===== config.mk =====
export PLATFORM = sky130hd
export DESIGN_NAME = game_sequencer
export DESIGN_NICKNAME = d
export VERILOG_FILES = /design/src/rtl/game_sequencer.sv
export SDC_FILE = /design/constraint.sdc
export NUM_CORES = 1
export LEC_CHECK = 0
export BUFFER_PORTS_ARGS = -buffer_cell sky130_fd_sc_hd__clkbuf_2
export CAP_MARGIN = 40
export CORE_MARGIN = 8
export CORE_UTILIZATION = 54
export CTS_CLUSTER_DIAMETER = 200
export DETAILED_ROUTE_END_ITERATION = 10
export PLACE_DENSITY = 0.69
export SKIP_LAST_GASP = 1
export SYNTH_ARGS = -nofsm -noshare
export SYNTH_HDL_FRONTEND = slang
export SYNTH_SLANG_ARGS = --single-unit
export TNS_END_PERCENT = 20

===== constraint.sdc =====
create_clock -name vga_clock -period 7.5 [get_ports vga_clock]
set_input_delay 2.25 -clock vga_clock [delete_from_list [all_inputs] [get_ports vga_clock]]
set_output_delay 2.25 -clock vga_clock [all_outputs]
set_load 0.01 [all_outputs]

===== src/rtl/game_sequencer.sv =====
// -----------------------------------------------------------------------------
// game_sequencer
//
// Top-level game controller. Walks the player through the title screen, the
// arming of each level, play, the level-clear and life-lost hold screens, and
// the final game-over / victory screens. It owns the active-low reset that
// re-initialises every level datapath (map, coins, timer, sprite movers) and
// tells the top level which level's outputs to route to VGA.
//
// Ports
//   vga_clock       in   1  25 MHz pixel clock
//   reset           in   1  asynchronous, active-low
//   start_button    in   1  raw push button, active-low, asynchronous
//   level_win       in   1  win flag of the selected level
//   level_lose      in   1  lose flag of the selected level
//   level_select    out  2  index of the active level (0-based)
//   level_reset     out  1  active-low reset to all level instances
//   screen          out  3  0 TITLE 1 PLAY 2 CLEAR 3 LOST 4 GAME_OVER 5 VICTORY
//   lives           out  2  remaining lives
//   levels_cleared  out  2  levels cleared in the current game (saturates at 3)
// -----------------------------------------------------------------------------
module game_sequencer #(
    parameter int NUM_LEVELS   = 3,
    parameter int START_LIVES  = 3,
    parameter int ARM_CYCLES   = 4,
    parameter int GUARD_CYCLES = 2,
    parameter int HOLD_CYCLES  = 50_000_000
) (
    input  logic       vga_clock,
    input  logic       reset,
    input  logic       start_button,
    input  logic       level_win,
    input  logic       level_lose,
    output logic [1:0] level_select,
    output logic       level_reset,
    output logic [2:0] screen,
    output logic [1:0] lives,
    output logic [1:0] levels_cleared
);

    // Internal sequencing states. ARM is shown to the player as the PLAY
    // screen while the level datapaths are held in reset.
    typedef enum logic [2:0] {
        ST_TITLE     = 3'd0,
        ST_ARM       = 3'd1,
        ST_PLAY      = 3'd2,
        ST_CLEAR     = 3'd3,
        ST_LOST      = 3'd4,
        ST_GAME_OVER = 3'd5,
        ST_VICTORY   = 3'd6
    } state_t;

    // Screen codes seen by the VGA top level.
    localparam logic [2:0] SCR_TITLE     = 3'd0;
    localparam logic [2:0] SCR_PLAY      = 3'd1;
    localparam logic [2:0] SCR_CLEAR     = 3'd2;
    localparam logic [2:0] SCR_LOST      = 3'd3;
    localparam logic [2:0] SCR_GAME_OVER = 3'd4;
    localparam logic [2:0] SCR_VICTORY   = 3'd5;

    // Counter limits. Transitions fire when the counter equals (limit-1),
    // so each timed state lasts exactly `limit` cycles.
    localparam logic [25:0] ARM_LAST   = 26'(ARM_CYCLES - 1);
    localparam logic [25:0] HOLD_LAST  = 26'(HOLD_CYCLES - 1);
    localparam logic [25:0] GUARD_LIM  = 26'(GUARD_CYCLES);
    localparam logic [1:0]  LIVES_INIT = 2'(START_LIVES);
    localparam logic [1:0]  LAST_LEVEL = 2'(NUM_LEVELS - 1);

    // Button synchroniser / edge detector.
    logic btn_meta_r;
    logic btn_sync_r;
    logic btn_prev_r;
    logic start_press_r;

    // Sequencer state and registered outputs.
    state_t      state_r;
    logic [25:0] cnt_r;
    logic [2:0]  screen_r;
    logic        level_reset_r;
    logic [1:0]  level_select_r;
    logic [1:0]  lives_r;
    logic [1:0]  levels_cleared_r;

    // Two-flop synchroniser then falling-edge detect; the pulse is registered,
    // giving a press-to-pulse latency of three cycles. Idle level is high so
    // nothing fires on reset release with the button untouched.
    always_ff @(posedge vga_clock or negedge reset) begin
        if (!reset) begin
            btn_meta_r    <= 1'b1;
            btn_sync_r    <= 1'b1;
            btn_prev_r    <= 1'b1;
            start_press_r <= 1'b0;
        end else begin
            btn_meta_r    <= start_button;
            btn_sync_r    <= btn_meta_r;
            btn_prev_r    <= btn_sync_r;
            start_press_r <= btn_prev_r & ~btn_sync_r;
        end
    end

    // Game sequencer FSM. Outputs are updated in the same edge as the state,
    // so level_reset is a plain flop output and cannot glitch.
    always_ff @(posedge vga_clock or negedge reset) begin
        if (!reset) begin
            state_r          <= ST_TITLE;
            cnt_r            <= 26'd0;
            screen_r         <= SCR_TITLE;
            level_reset_r    <= 1'b0;
            level_select_r   <= 2'd0;
            lives_r          <= LIVES_INIT;
            levels_cleared_r <= 2'd0;
        end else begin
            case (state_r)
                // Idle and end screens: only a start press does anything;
                // level_select, lives and levels_cleared stay frozen.
                ST_TITLE, ST_GAME_OVER, ST_VICTORY: begin
                    if (start_press_r) begin
                        state_r          <= ST_ARM;
                        cnt_r            <= 26'd0;
                        screen_r         <= SCR_PLAY;
                        level_reset_r    <= 1'b0;
                        level_select_r   <= 2'd0;
                        lives_r          <= LIVES_INIT;
                        levels_cleared_r <= 2'd0;
                    end
                end

                // Hold the level datapaths in reset long enough for them to
                // reload their initial map, then release into play.
                ST_ARM: begin
                    if (cnt_r == ARM_LAST) begin
                        state_r       <= ST_PLAY;
                        cnt_r         <= 26'd0;
                        screen_r      <= SCR_PLAY;
                        level_reset_r <= 1'b1;
                    end else begin
                        cnt_r <= cnt_r + 26'd1;
                    end
                end

                // The first GUARD_CYCLES cycles after release ignore the level
                // flags, which may still carry stale values from the previous
                // run. The counter stops at the limit. Win beats lose.
                ST_PLAY: begin
                    if (cnt_r < GUARD_LIM) begin
                        cnt_r <= cnt_r + 26'd1;
                    end else if (level_win) begin
                        state_r       <= ST_CLEAR;
                        cnt_r         <= 26'd0;
                        screen_r      <= SCR_CLEAR;
                        level_reset_r <= 1'b0;
                    end else if (level_lose) begin
                        state_r       <= ST_LOST;
                        cnt_r         <= 26'd0;
                        screen_r      <= SCR_LOST;
                        level_reset_r <= 1'b0;
                        lives_r       <= (lives_r == 2'd0) ? 2'd0 : (lives_r - 2'd1);
                    end
                end

                // Level-clear screen, then either the next level or victory.
                ST_CLEAR: begin
                    if (cnt_r == HOLD_LAST) begin
                        cnt_r            <= 26'd0;
                        levels_cleared_r <= (levels_cleared_r == 2'd3) ? 2'd3
                                                                       : (levels_cleared_r + 2'd1);
                        if (level_select_r >= LAST_LEVEL) begin
                            state_r  <= ST_VICTORY;
                            screen_r <= SCR_VICTORY;
                        end else begin
                            state_r        <= ST_ARM;
                            screen_r       <= SCR_PLAY;
                            level_select_r <= level_select_r + 2'd1;
                        end
                    end else begin
                        cnt_r <= cnt_r + 26'd1;
                    end
                end

                // Life-lost screen, then replay the same level or game over.
                ST_LOST: begin
                    if (cnt_r == HOLD_LAST) begin
                        cnt_r <= 26'd0;
                        if (lives_r == 2'd0) begin
                            state_r  <= ST_GAME_OVER;
                            screen_r <= SCR_GAME_OVER;
                        end else begin
                            state_r  <= ST_ARM;
                            screen_r <= SCR_PLAY;
                        end
                    end else begin
                        cnt_r <= cnt_r + 26'd1;
                    end
                end

                // Unreachable encoding: recover to the title screen.
                default: begin
                    state_r          <= ST_TITLE;
                    cnt_r            <= 26'd0;
                    screen_r         <= SCR_TITLE;
                    level_reset_r    <= 1'b0;
                    level_select_r   <= 2'd0;
                    lives_r          <= LIVES_INIT;
                    levels_cleared_r <= 2'd0;
                end
            endcase
        end
    end

    assign level_select   = level_select_r;
    assign level_reset    = level_reset_r;
    assign screen         = screen_r;
    assign lives          = lives_r;
    assign levels_cleared = levels_cleared_r;

endmodule


==> flow_summary_export.csv, run 1 <==
group,metric,value,unit
synth,ys_types,48,
detailed_routing,dr.first_iter.drc_count,153,
cells_and_area,postLayoutCellArea,2710,um2
placed_design,place_area,2590,um2
setup_path,crit_type,"in2reg",
timing,hold_viol_final,0,
timing,rsz0062_at_grt,"false",
cells_and_area,layout.nets,301,
detailed_routing,wire_per_inst,15.7,um
pwr,clkPwrFrac,43.8,%
pwr,swShare,20.2,%
die,num_rows,24,
pwr,cell_internal_pwr,0.344,mW
die,core_area,4380,um2
timing,drv_slew,0,
grt,antenna_found_initial,0,
clocking,cts_tree,"done",
detailed_routing,dr.pass1.iters,5,
setup_path,crit_path_end_kind,"flop",
timing,worst_clock_skew,0.00545,ns
synth,synth-seq-cells,43,
flow_run,max-cap-violations,0,
timing,max_freq,291,MHz
synth,synth.avg_cell_area,8.73,um2
synth,syn_area,2490,um2
clocking,post_cts_buffers,0,
synth,syn_inst,285,
timing,slew-limit-headroom,55.5,%
synth,seq_area_frac_synth,43.5,%
synth,synthesis.nets,292,
clocking,cts_sinks,43,
timing,worst_slew_pin_slew,0.662,ns
placed_design,port_buffers,14,
setup_path,cp.arrival,3.62,ns
clocking,h-tree-depth,2,
timing,period_needed,3.44,ns
placed_design,hpwl,3890,um
cells_and_area,area_growth,8.95,%
pwr,vdd_drop_max,0.0000957,V
placed_design,gp_congestion,0.798,
clocking,clkLatencyLatePin,0.30,ns
pwr,p_per_area,159,nW/um2
pwr,seqPwrFrac,54.3,%
clocking,clock_path_buffers,2,
grt,grt_pass1_wl,9530,um
pwr,leakagePower,1.20,nW
setup_path,required,7.68,ns
cells_and_area,layoutNonFillerInstCount,347,
grt,grt_max_degree,29,
clocking,hold_buffers,0,
clocking,clkTransAtPathRegs,0.08,ns
timing,final-setup-viol-count,0,
pwr,switching_power,0.0870,mW
die,die-area,7040,um2
grt,first_global_vias,1982,
min_path,hold_path.class,"reg2reg",
detailed_routing,ant_nets,0,
cells_and_area,diodes,0,
synth,yosysWarnings,0,
clocking,cts_root_buffer,"clkbuf_8",
grt,grt_usage,15.9,%
detailed_routing,drcViolationCount,0,
detailed_routing,via_per_inst,6.12,
timing,fin_crit_sh,45.8,%
die,num_io_pins,15,
setup_path,critPathLaunchType,"input pin",
die,die_height,83.9,um
synth,synth-main-ff-cell,"dfrtp_1",
detailed_routing,via_count,2123,
cells_and_area,layout-drive-gt1-share,14.6,%
pwr,comb_power_share,1.9,%
outcome,outcome,"complete, no violations",
grt,grt_overflow,0,
clocking,cts_made_buffers,5,
die,start_util,56.8,%
clocking,postCtsResizedCells,0,
die,die_x,83.9,um
placed_design,placed_cells,339,
detailed_routing,wl,5450,um
timing,fin_setup_tns,0,ns
setup_path,worstPathMaxFanout,28,
synth,async_flop_share,100,%
synth,synth_edf_count,0,
==> cells in the final DEF (no fill, tap or decap), types with 6 or more instances in the layout <==
master and instances:
a21oi_1 17, a31oi_1 16, and3_1 10, clkbuf_2 14, clkbuf_8 6, dfrtp_1 38
inv_1 9, nand2_1 29, nand3_1 14, nand4_1 7, nor2_1 28, nor2b_1 6
nor3_1 12, o21ai_0 23
==> cells by family after synthesis <==
group / count (synthesis) / synth area share [%]
AND/OR/NAND/NOR: 124 / 25.5
AO/OA/AOI/OAI: 86 / 22.3
flip-flops: 43 / 43.5
buffers and inverters: 24 / 4.73
multiplexers: 5 / 2.66
adder cells (fa/ha/maj): 2 / 1.01
XOR/XNOR: 1 / 0.352
==> synth_stat cells, types with 2 or more instances <==
cell type  count  share of area (%)
buf_2          4               0.80
o21ba_2        2               0.80
o211ai_1       2               0.60
nor4_1         5                1.3
and3_1        10                2.5
nand2_1       29                4.4
a31oi_1       16                4.0
clkbuf_1       7                1.1
dfrtp_1       38                 38
inv_1          9                1.4
nand3_1       14                2.8
nand2b_1       2               0.50
nand4_1        7                1.8
dfstp_2        5                5.3
a22oi_1        2               0.60
and2_1         2               0.50
a21oi_1       18                3.6
mux2_4         3                1.8
ha_1           2                1.0
buf_6          3                1.4
or3_1          2               0.50
a21o_1         3               0.90
a22o_1         5                1.8
o21ai_0       23                4.6
nor3_1        12                2.4
nor2b_1        6                1.5
a41o_1         2               0.80
nor2_1        28                4.2
a41oi_1        5                1.8
==> area by class of cell <==
class                      instances  area, um2
timing repair buffer              17        120
multi-input combinational        218       1290
fill                             391       1670
inverter                           9       33.8
tap                               52       65.1
clock buffer                       6       82.6
sequential                        43       1080
clock inverter                     2       35.0
==> critical path: stages <==
cell      delay, ns
clkbuf_2       0.12
nor3_1         0.38
a21oi_2        0.10
buf_4          0.23
and2_4         0.23
mux2_4         0.30
==> sequential cells by signal (all words and copies together), names as in the netlist <==
signal,count
state_r,3
level_reset,1
cnt_r,26
lives,2
btn_prev_r,1
btn_sync_r,1
btn_meta_r,1
screen,3
levels_cleared,2
level_select,2
start_press_r,1
==> path summary, 6_finish.rpt <==
kind,from,endpoint,slack [ns],depth (start not counted)
hold / removal,btn_meta_r,btn_sync_r,0.36,0
max in group asynchronous,reset,cnt_r[11],5.08,2
hold reg to reg,btn_meta_r,btn_sync_r,0.36,0
min in group asynchronous,reset,cnt_r[16],1.92,1
setup / recovery,level_win,screen[1],4.06,6
setup reg to reg,cnt_r[7],cnt_r[22],4.77,7
==> power groups by stage <==
stage          clock network, mW  registers (mW)  logic, mW
2_1_floorplan                  0           0.238   0.000775
3_5_place_dp                   0           0.238    0.00857
5_1_grt                    0.201           0.234    0.00969
3_3_place_gp                   0           0.238    0.00669
4_1_cts                    0.193           0.234    0.00866
6_report                   0.189           0.234    0.00832
==> routing by layer <==
layer | global-route usage [%] | wire [um]
met5 | 0 | 0
met4 | 5.18 | 61
met3 | 4.30 | 294
met2 | 23.2 | 2370
met1 | 21.9 | 2720
==> stage by stage <==
stage	hold slack (ns)	total power [mW]	utilization, %	setup slack [ns]
floorplan	0.345	0.239	-	4.08
global placement	0.348	0.245	58.2	3.82
detailed placement	0.355	0.247	59.2	3.78
CTS	0.366	0.436	61.8	4.09
global route	0.373	0.445	61.8	3.95
finish	0.363	0.431	61.8	4.06
No activity file was read; power rests on OpenSTA's default activity.
==> inputs of run 2 (changes only) <==
clock period = 3.4 ns   (was 7.5 ns; I/O delays follow)
==> run 2 against run 1 <==
Net effect: via count increased by 0.80%; core utilization decreased by 0.34 points; critical path depth is 1 higher; clock power increased by 82%; final area shrank 0.55%; combinational power up 130%; hold slack got worse by 0.00070 ns; sequential power rose by 120%; clock skew is 0.0022 ns higher; power is 100% higher; critical path type is now reg2reg; largest cell class unchanged.
==> flow_summary_export.csv, run 2 (synthesis gave the netlist of run 1 again) <==
group,metric,value,unit
outcome,outcome,"complete, no violations",
clocking,cts_sinks,43,
timing,hold_viol_final,0,
die,die_x,83.9,um
cells_and_area,fillers,374,
timing,worst_clock_skew,0.00763,ns
die,die_height,83.9,um
grt,grt_usage,16.0,%
detailed_routing,dr.pass1.iters,4,
setup_path,r2r_start,"cnt_r[10]",
cells_and_area,area_growth,8.35,%
timing,max_freq,395,MHz
setup_path,crit_type,"reg2reg",
detailed_routing,drcViolationCount,0,
clocking,postCtsResizedCells,0,
die,die-area,7040,um2
grt,antenna_found_initial,0,
grt,grt_max_degree,29,
timing,period_needed,2.53,ns
timing,rsz0062_at_grt,"false",
timing,fin_crit_sh,74.4,%
cells_and_area,diodes,0,
setup_path,cp.arrival,2.73,ns
setup_path,required,3.59,ns
grt,grt_overflow,0,
placed_design,hpwl,3930,um
placed_design,port_buffers,14,
pwr,p_per_area,326,nW/um2
detailed_routing,wl,5520,um
pwr,vdd_drop_max,0.000207,V
clocking,hold_buffers,0,
setup_path,worstPathMaxFanout,28,
clocking,cts_made_buffers,5,
pwr,design_power_total,0.880,mW
cells_and_area,postLayoutCellArea,2700,um2
clocking,clkTransAtPathRegs,0.09,ns
min_path,hold_start,"btn_meta_r",
die,num_io_pins,15,
timing,worst_slew_pin_slew,0.706,ns
die,core_area,4380,um2
grt,use_met2,23.6,%
cells_and_area,most-common-layout-cells,"38 x dfrtp_1, 29 x nand2_1, 28 x nor2_1",
cells_and_area,largest_reg_flops,26,
detailed_routing,via_per_inst,6.13,
grt,grt_pass1_wl,9620,um
detailed_routing,ant_nets,0,
die,start_util,56.8,%
grt,first_global_vias,2008,
timing,fin_setup_tns,0,ns
detailed_routing,wire_per_inst,15.8,um
clocking,cts_root_buffer,"clkbuf_8",
setup_path,crit_path_end_kind,"flop",
cells_and_area,layout.nets,303,
grt,grt_util_met3,3.71,%
cells_and_area,layout_commonest_cell,"dfrtp_1",
detailed_routing,dr.first_iter.drc_count,237,
timing,final-setup-viol-count,0,
detailed_routing,via_count,2140,
setup_path,startpoint,"cnt_r[10]",
cells_and_area,layout-drive-gt1-share,15.2,%
setup_path,critPathLaunchType,"flop",
grt,top_usage_layer,"met2",
clocking,cts_tree,"done",
placed_design,place_area,2600,um2
die,num_rows,24,
placed_design,gp_congestion,0.823,
timing,slew-limit-headroom,52.6,%
flow_run,max-cap-violations,0,
clocking,post_cts_buffers,0,
timing,drv_slew,0,
cells_and_area,top_register,"cnt_r",
grt,use_met1,22.8,%
clocking,clock_path_buffers,2,
min_path,hold_path.class,"reg2reg",
clocking,clkLatencyLatePin,0.30,ns
pwr,leakagePower,1.19,nW
clocking,h-tree-depth,2,
[run 2: cell types whose count changed in the layout (fill, tap and decap cells not counted)]
cell and delta:
inv_6 +2, clkinv_4 +1, bufinv_16 -1, buf_4 +3, clkinv_2 -1, buf_8 -1, clkbuf_8 -1
[run 2: area by class of cell]
cell class                 count  area, um2  share of cell area (%)
multi-input combinational    218       1290                    47.9
sequential                    43       1080                    40.1
timing repair buffer          19        128                    4.73
clock buffer                   5       68.8                    2.55
tap                           52       65.1                    2.41
inverter                       9       33.8                    1.25
clock inverter                 3       26.3                   0.974
[run 2: power breakdown]
| group | switching, mW | internal (mW) |
|---|---|---|
| Combinational | 0.0127 | 0.00667 |
| Clock | 0.193 | 0.151 |
| Sequential | 0.00120 | 0.515 |
| Total | 0.207 | 0.673 |
[run 2: final timing paths]
kind,slack [ns],end,depth (start not counted)
setup / recovery,0.87,screen[1],7
min in group asynchronous,0.68,cnt_r[12],1
max in group asynchronous,2.01,btn_prev_r,3
hold / removal,0.36,btn_sync_r,0
hold reg to reg,0.36,btn_sync_r,0
setup reg to reg,0.87,screen[1],7
[run 2: metal layers]
metal	vias to the layer above	wire length (um)
li1	1078	-
met1	985	2770
met2	71	2380
met3	6	311
met4	0	52
met5	-	0
[run 2: worst max-delay path: stages (launching register included)]
cell	delay (ns)
dfrtp_1	0.42
nor4_1	0.53
nand2_1	0.14
or3_1	0.35
a21oi_2	0.12
buf_4	0.29
and2_4	0.26
mux2_4	0.31
[run 2: metrics by stage]
stage	hold slack, ns	util (%)	instances	worst slack (ns)
after CTS	0.363	61.5	349	0.861
after global routing	0.369	61.5	349	0.632
after detailed placement	0.349	59.3	341	0.873
after floorplan	0.345	-	285	1.04
final	0.363	61.5	349	0.869
after global placement	0.346	58.7	340	0.834
